[src/rtl/spi_reg_controller_pkg.sv]
// rtl/spi_reg_controller_pkg.sv - shared constants, state encoding and status packing
package spi_reg_controller_pkg;

  localparam int CMD_RD_BIT   = 7;
  localparam int FL_OVERRUN   = 0;
  localparam int FL_RD_LATE   = 1;
  localparam int FL_ADDR_WRAP = 2;

  typedef enum logic [2:0] {
    ST_IDLE,
    ST_CMD,
    ST_RD_REQ,
    ST_RD_WAIT,
    ST_RD_HOLD,
    ST_WR_DATA,
    ST_WR_REQ
  } state_t;

  function automatic logic [7:0] status_byte(input logic [3:0] id, input logic [2:0] flags);
    return {id, 1'b0, flags};
  endfunction

endpackage

[src/rtl/spi_reg_controller_if.sv]
// rtl/spi_reg_controller_if.sv - req/ack register bus between the sequencer and the register file
interface spi_reg_controller_if #(
  parameter int ADDR_W = 7
);

  logic              reg_req;
  logic              reg_we;
  logic [ADDR_W-1:0] reg_addr;
  logic [7:0]        reg_wdata;
  logic [7:0]        reg_rdata;
  logic              reg_ack;

  modport master (
    output reg_req, reg_we, reg_addr, reg_wdata,
    input  reg_rdata, reg_ack
  );

  modport slave (
    input  reg_req, reg_we, reg_addr, reg_wdata,
    output reg_rdata, reg_ack
  );

endinterface

[src/rtl/spi_reg_controller_sync2.sv]
// rtl/spi_reg_controller_sync2.sv - two-flop synchronizer for the asynchronous slave select
module spi_sync2 #(
  parameter logic RST_VAL = 1'b1
) (
  input  logic clk,
  input  logic rst_n,
  input  logic d_i,
  output logic q_o
);

  logic [1:0] sync_q;

  always_ff @(posedge clk or negedge rst_n) begin
    if (!rst_n) sync_q <= {2{RST_VAL}};
    else        sync_q <= {sync_q[0], d_i};
  end

  assign q_o = sync_q[1];

endmodule

[src/rtl/spi_reg_controller.sv]
// rtl/spi_reg_controller.sv - SPI byte-stream command sequencer driving the register bus
// Byte 0 in is the command, byte 0 out is the status; later bytes stream auto-incrementing accesses.
module spi_reg_controller
  import spi_reg_controller_pkg::*;
#(
  parameter int         ADDR_W    = 7,
  parameter logic [3:0] STATUS_ID = 4'hA
) (
  input  logic                        clk,
  input  logic                        rst_n,
  input  logic                        ssel_n_i,
  input  logic                        rx_done_i,
  input  logic [7:0]                  rx_byte_i,
  output logic [7:0]                  tx_byte_o,
  output logic                        busy_o,
  spi_reg_controller_if.master        bus
);

  state_t            state_q;
  logic [ADDR_W-1:0] addr_q;
  logic [7:0]        wdata_q;
  logic [7:0]        tx_q;
  logic              req_q;
  logic              we_q;
  logic [2:0]        flags_q;
  logic [2:0]        flags_d;
  logic              ssel_n_s;
  logic              sel;
  logic              ack_v;

  spi_sync2 #(.RST_VAL(1'b1)) u_sync (
    .clk   (clk),
    .rst_n (rst_n),
    .d_i   (ssel_n_i),
    .q_o   (ssel_n_s)
  );

  assign sel   = ~ssel_n_s;
  assign ack_v = bus.reg_ack & req_q;

  // Flags clear on the status snapshot, but an event in that same cycle survives.
  always_comb begin
    flags_d = (state_q == ST_IDLE && sel) ? 3'b000 : flags_q;
    if (ack_v && (&addr_q))
      flags_d[FL_ADDR_WRAP] = 1'b1;
    if (rx_done_i && (state_q == ST_RD_REQ || state_q == ST_RD_WAIT))
      flags_d[FL_RD_LATE] = 1'b1;
    if (rx_done_i && state_q == ST_WR_REQ)
      flags_d[FL_OVERRUN] = 1'b1;
  end

  always_ff @(posedge clk or negedge rst_n) begin
    if (!rst_n) begin
      state_q <= ST_IDLE;
      addr_q  <= '0;
      wdata_q <= '0;
      tx_q    <= {STATUS_ID, 4'h0};
      req_q   <= 1'b0;
      we_q    <= 1'b0;
      flags_q <= '0;
    end else begin
      flags_q <= flags_d;
      if (ack_v) addr_q <= addr_q + 1'b1;
      case (state_q)
        ST_IDLE: begin
          if (sel) begin
            tx_q    <= status_byte(STATUS_ID, flags_q);
            state_q <= ST_CMD;
          end
        end
        ST_CMD: begin
          if (rx_done_i) begin
            addr_q  <= rx_byte_i[ADDR_W-1:0];
            state_q <= rx_byte_i[CMD_RD_BIT] ? ST_RD_REQ : ST_WR_DATA;
          end else if (!sel) begin
            state_q <= ST_IDLE;
          end
        end
        ST_RD_REQ: begin
          req_q   <= 1'b1;
          we_q    <= 1'b0;
          state_q <= ST_RD_WAIT;
        end
        ST_RD_WAIT: begin
          if (ack_v) begin
            req_q   <= 1'b0;
            tx_q    <= bus.reg_rdata;
            state_q <= sel ? ST_RD_HOLD : ST_IDLE;
          end
        end
        ST_RD_HOLD: begin
          if (rx_done_i)  state_q <= ST_RD_REQ;
          else if (!sel)  state_q <= ST_IDLE;
        end
        ST_WR_DATA: begin
          if (rx_done_i) begin
            wdata_q <= rx_byte_i;
            state_q <= ST_WR_REQ;
          end else if (!sel) begin
            state_q <= ST_IDLE;
          end
        end
        ST_WR_REQ: begin
          // A late byte here is the overrun case: flagged above, otherwise dropped.
          if (ack_v) begin
            req_q   <= 1'b0;
            state_q <= sel ? ST_WR_DATA : ST_IDLE;
          end else begin
            req_q <= 1'b1;
            we_q  <= 1'b1;
          end
        end
        default: state_q <= ST_IDLE;
      endcase
    end
  end

  assign tx_byte_o     = tx_q;
  assign busy_o        = (state_q != ST_IDLE);
  assign bus.reg_req   = req_q;
  assign bus.reg_we    = we_q;
  assign bus.reg_addr  = addr_q;
  assign bus.reg_wdata = wdata_q;

endmodule

[src/flat_wrapper.sv]
// flat-port wrapper written by rule: the top's interface ports become plain ports
module spi_reg_controller_flat import spi_reg_controller_pkg::*;
#(
  parameter int         ADDR_W    = 7,
  parameter logic [3:0] STATUS_ID = 4'hA
)
  (clk, rst_n, ssel_n_i, rx_done_i, rx_byte_i, tx_byte_o, busy_o, bus_reg_req, bus_reg_we, bus_reg_addr, bus_reg_wdata, bus_reg_rdata, bus_reg_ack);
  spi_reg_controller_if #(.ADDR_W(ADDR_W)) bus_i ();
  input  logic clk;
  input  logic rst_n;
  input  logic ssel_n_i;
  input  logic rx_done_i;
  input  logic [7:0] rx_byte_i;
  output logic [7:0] tx_byte_o;
  output logic busy_o;
  output wire logic [$bits(bus_i.reg_req)-1:0] bus_reg_req;
  output wire logic [$bits(bus_i.reg_we)-1:0] bus_reg_we;
  output wire logic [$bits(bus_i.reg_addr)-1:0] bus_reg_addr;
  output wire logic [$bits(bus_i.reg_wdata)-1:0] bus_reg_wdata;
  input wire logic [$bits(bus_i.reg_rdata)-1:0] bus_reg_rdata;
  input wire logic [$bits(bus_i.reg_ack)-1:0] bus_reg_ack;
  assign bus_reg_req = bus_i.reg_req;
  assign bus_reg_we = bus_i.reg_we;
  assign bus_reg_addr = bus_i.reg_addr;
  assign bus_reg_wdata = bus_i.reg_wdata;
  assign bus_i.reg_rdata = bus_reg_rdata;
  assign bus_i.reg_ack = bus_reg_ack;
  spi_reg_controller #(.ADDR_W(ADDR_W), .STATUS_ID(STATUS_ID)) u_core (.clk(clk), .rst_n(rst_n), .ssel_n_i(ssel_n_i), .rx_done_i(rx_done_i), .rx_byte_i(rx_byte_i), .tx_byte_o(tx_byte_o), .busy_o(busy_o), .bus(bus_i));
endmodule
[config.mk]
export PLATFORM = sky130hd
export DESIGN_NAME = spi_reg_controller_flat
export DESIGN_NICKNAME = d
export VERILOG_FILES = /design/src/rtl/spi_reg_controller_pkg.sv /design/src/rtl/spi_reg_controller_if.sv /design/src/rtl/spi_reg_controller_sync2.sv /design/src/rtl/spi_reg_controller.sv /design/src/flat_wrapper.sv
export SDC_FILE = /design/constraint.sdc
export NUM_CORES = 1
export LEC_CHECK = 0
export BUFFER_PORTS_ARGS = -buffer_cell sky130_fd_sc_hd__buf_2
export CORE_MARGIN = 1.5
export CORE_UTILIZATION = 45
export CTS_BUF_LIST = sky130_fd_sc_hd__clkbuf_8
export DETAILED_ROUTE_END_ITERATION = 16
export MAX_ROUTING_LAYER = met4
export PLACE_DENSITY = 0.71
export SLEW_MARGIN = 5
export SYNTH_ARGS = -nofsm -noshare
export SYNTH_HDL_FRONTEND = slang
export SYNTH_SLANG_ARGS = --single-unit
export TNS_END_PERCENT = 1
[constraint.sdc]
create_clock -name clk -period 1.9 [get_ports clk]
set_input_delay 0.38 -clock clk [delete_from_list [all_inputs] [get_ports clk]]
set_output_delay 0.38 -clock clk [all_outputs]
set_load 0.03 [all_outputs]
==> results by group <==
Synthesis
  – Syn_nets: 166
  – Sequential share of the synthesized area: 50.1%
  – Post-synthesis average cell area: 11.5 um^2
  – Ys flop type: dfrtp_1
  – Syn Std Cell Area: 1660 um^2
  – Synthesized instance count: 144
  – Ys async rst share: 100%
  – Synth warn: 0
  – Synth cell types: 46
  – Number of synthesized register bits: 33
  – Number of enable flip-flop cells after synthesis: 0

Drt
  – Via density: 5.56
  – Drt wl/cell: 14.4 um
  – # DRC: 0
  – Detail Route Antenna Nets: 0
  – Final WL: 3.42 mm
  – Vias after detailed routing: 1323
  – Router iterations before antenna repair: 4
  – Iter 0 DRT Violations: 44

Floorplanning
  – Num rows: 21
  – Starting Density: 48.2%
  – Die width: 63.7 um
  – Area of the die: 4060 um^2
  – Chip Height: 63.7 um
  – Top Ports: 47
  – Core area: 3440 um^2

GRT
  – Largest net degree at the start of global routing: 34
  – Vias in the first global route: 1270
  – Gr ovfl total: 0
  – Antenna violations before repair: 0
  – First-pass GRT wire length: 5.80 mm
  – Tot GR Track Use: 18.9%

Clocking
  – Reg clk slew, reported paths: 60 ps
  – Latest clock arrival within the worst-skew pair: 290 ps
  – Post-CTS sizing: 0
  – Htree depth: 2
  – Post-CTS Hold Fix Bufs: 0
  – Clock Path Buffers: 2
  – Clock sink count: 33
  – CTS tree: done
  – CTS buffer count: 5
  – Root buf cell: clkbuf_8
  – Post-CTS Setup Inserts: 0

Timing
  – Slew Limit Fails: 0
  – Max Clk Rate: 555 MHz
  – Worst Skew: 4.38 ps
  – RSZ-0062 raised after global routing: false
  – Final count of negative-setup-slack endpoints: 0
  – Hold slack: 139 ps
  – Final Hold Viols: 0
  – Least-Margin Pin Slew: 706 ps
  – Setup TNS: 0 ps
  – Slew Limit Headroom: 52.9%
  – Final Cycle Share: 94.8%
  – Worst Slack Setup Final: 98.1 ps
  – Post-layout minimum cycle time: 1800 ps

Pwr
  – Switching share of total power: 44.5%
  – VDD IR max: 0.000798 V
  – Net Switching: 1590 uW
  – Overall power: 3580 uW
  – Internal Power: 1980 uW
  – Clock Power Share: 13.7%
  – Pwr Density: 1790 nW/um^2
  – Reg power frac: 37.0%
  – Static Leak: 0.000951 uW
  – Gate power share: 49.4%

Worst setup path
  – Worst path slowest cell: dfrtp_1
  – Crit. End Element: output pin
  – R2r endpoint: u_core.bus.reg_wdata[5]
  – Critical path class: register to output pin
  – Worst Path Max Fanout: 15
  – Critical path arrival: 1420 ps
  – Critical path cell sequence: or3_1 -> buf_2
  – Critical R2R Launch: u_core.state_q[0]
  – Startpoint types: register
  – Top Family by Delay on Critical Path: flip-flops
  – Flop-to-flop setup slack: 100 ps
  – Worst R2R Path Depth: 3
  – Critical Path RT: 1520 ps
  – Worst path bufs/invs: 1
  – CP max stage delay: 530 ps

Final layout
  – ANT cells: 0
  – Commonest non-fill, non-tap cell in the layout: buf_2
  – Fillers: 290
  – Most frequent cells in the layout: buf_2 (46), dfrtp_1 (29), nand2_1 (11)
  – Area Overhead vs Synth: 20.2%
  – Nets@finish: 213
  – Layout cells sized above 1: 41.7%

Placement
  – Final HPWL DP: 2.55 mm
  – Gp weighted congestion: 0.840
  – Number of I/O port buffers: 46
  – DP Worst Slack: 101 ps

Hold path
  – Hold Crit Class: primary input to asynchronous set/reset pin

Status
  – Status: finished, final reports clean

Job
  – Maxcap violations: 0
-- Yosys cell counts, drive strengths merged (3+ instances only) --
master / instances / area (um^2)
a21oi: 11 / 66.3
a22o: 3 / 26.3
buf: 7 / 50.1
dfrtp: 29 / 726
dfstp: 4 / 105
inv: 4 / 15.0
mux2: 14 / 188
nand2: 11 / 41.3
nand3: 7 / 35.0
nand4: 3 / 18.8
nor2: 3 / 11.3
nor2b: 3 / 18.8
o211ai: 4 / 30.0
o21ai: 4 / 20.0
o32a: 3 / 31.3
or3: 4 / 30.0
or4: 5 / 37.5
-- metal layers --
layer / GRT usage, % / vias to the layer above / wire (um)
met5: - / - / 0
met4: 8.70 / 0 / 61
met3: 5.18 / 8 / 194
met2: 30.3 / 45 / 1620
met1: 22.0 / 640 / 1550
li1: - / 630 / -
-- area by class of cell --
cell class	instances	area, um^2	area share (%)
Clock buffer	5	68.8	3.45
Inverter	4	15.0	0.753
Timing Repair Buffer	49	253	12.7
Sequential cell	33	831	41.7
Clock inverter	3	13.8	0.691
Multi-Input combinational cell	98	754	37.9
Tap cell	46	57.6	2.89
-- flip-flops by register name, summed over array words and instances, names as in the netlist --
signal and flops:
u_core.bus.reg_we 1, u_core.bus.reg_addr 7, u_core.bus.reg_req 1, u_core.u_sync.sync_q 2, u_core.bus.reg_wdata 8, u_core.flags_q 3, u_core.state_q 3, u_core.tx_byte_o 8
-- worst max-delay path by stage --
stage / depth (start not counted) / startpoint / slack [ps] / to
after global placement: 3 / u_core.state_q[0] / 190 / u_core.bus.reg_wdata[4]
final: 2 / u_core.state_q[0] / 100 / busy_o
after CTS: 2 / u_core.state_q[0] / 100 / busy_o
after global routing: 3 / u_core.state_q[0] / 50 / u_core.bus.reg_wdata[6]
after floorplan: 3 / u_core.state_q[1] / 350 / busy_o
after detailed placement: 3 / u_core.state_q[0] / 100 / u_core.bus.reg_wdata[0]
-- cell families (layout without fill, tap and decap cells) --
kind of cell             Yosys count  after routing  synth area share (%)
AO/OA/AOI/OAI                     33             33                  14.3
multiplexers                      15             15                  11.9
AND/OR/NAND/NOR                   46             46                  16.8
flip-flops                        33             33                  50.1
adder cells (fa/ha/maj)            2              2                  1.36
buffers and inverters             13             61                  4.38
XOR/XNOR                           2              2                  1.06
-- through the flow --
step | instances | instance area, um^2 | utilization, %
after global routing | 238 | 1990 | 57.9
after global placement | 230 | 1910 | 55.5
after detailed placement | 230 | 1910 | 55.5
after CTS | 238 | 1990 | 57.9
after floorplan | 144 | 1660 | -
final | 238 | 1990 | 57.9
-- power groups by stage --
stage	logic [uW]	registers, uW	clock network (uW)
2_1_floorplan	935	1710	0
3_5_place_dp	1770	1330	0
6_report	1770	1320	489
5_1_grt	1910	1360	537
4_1_cts	1780	1320	508
3_3_place_gp	1750	1300	0
No activity file was read; power rests on OpenSTA's default activity.
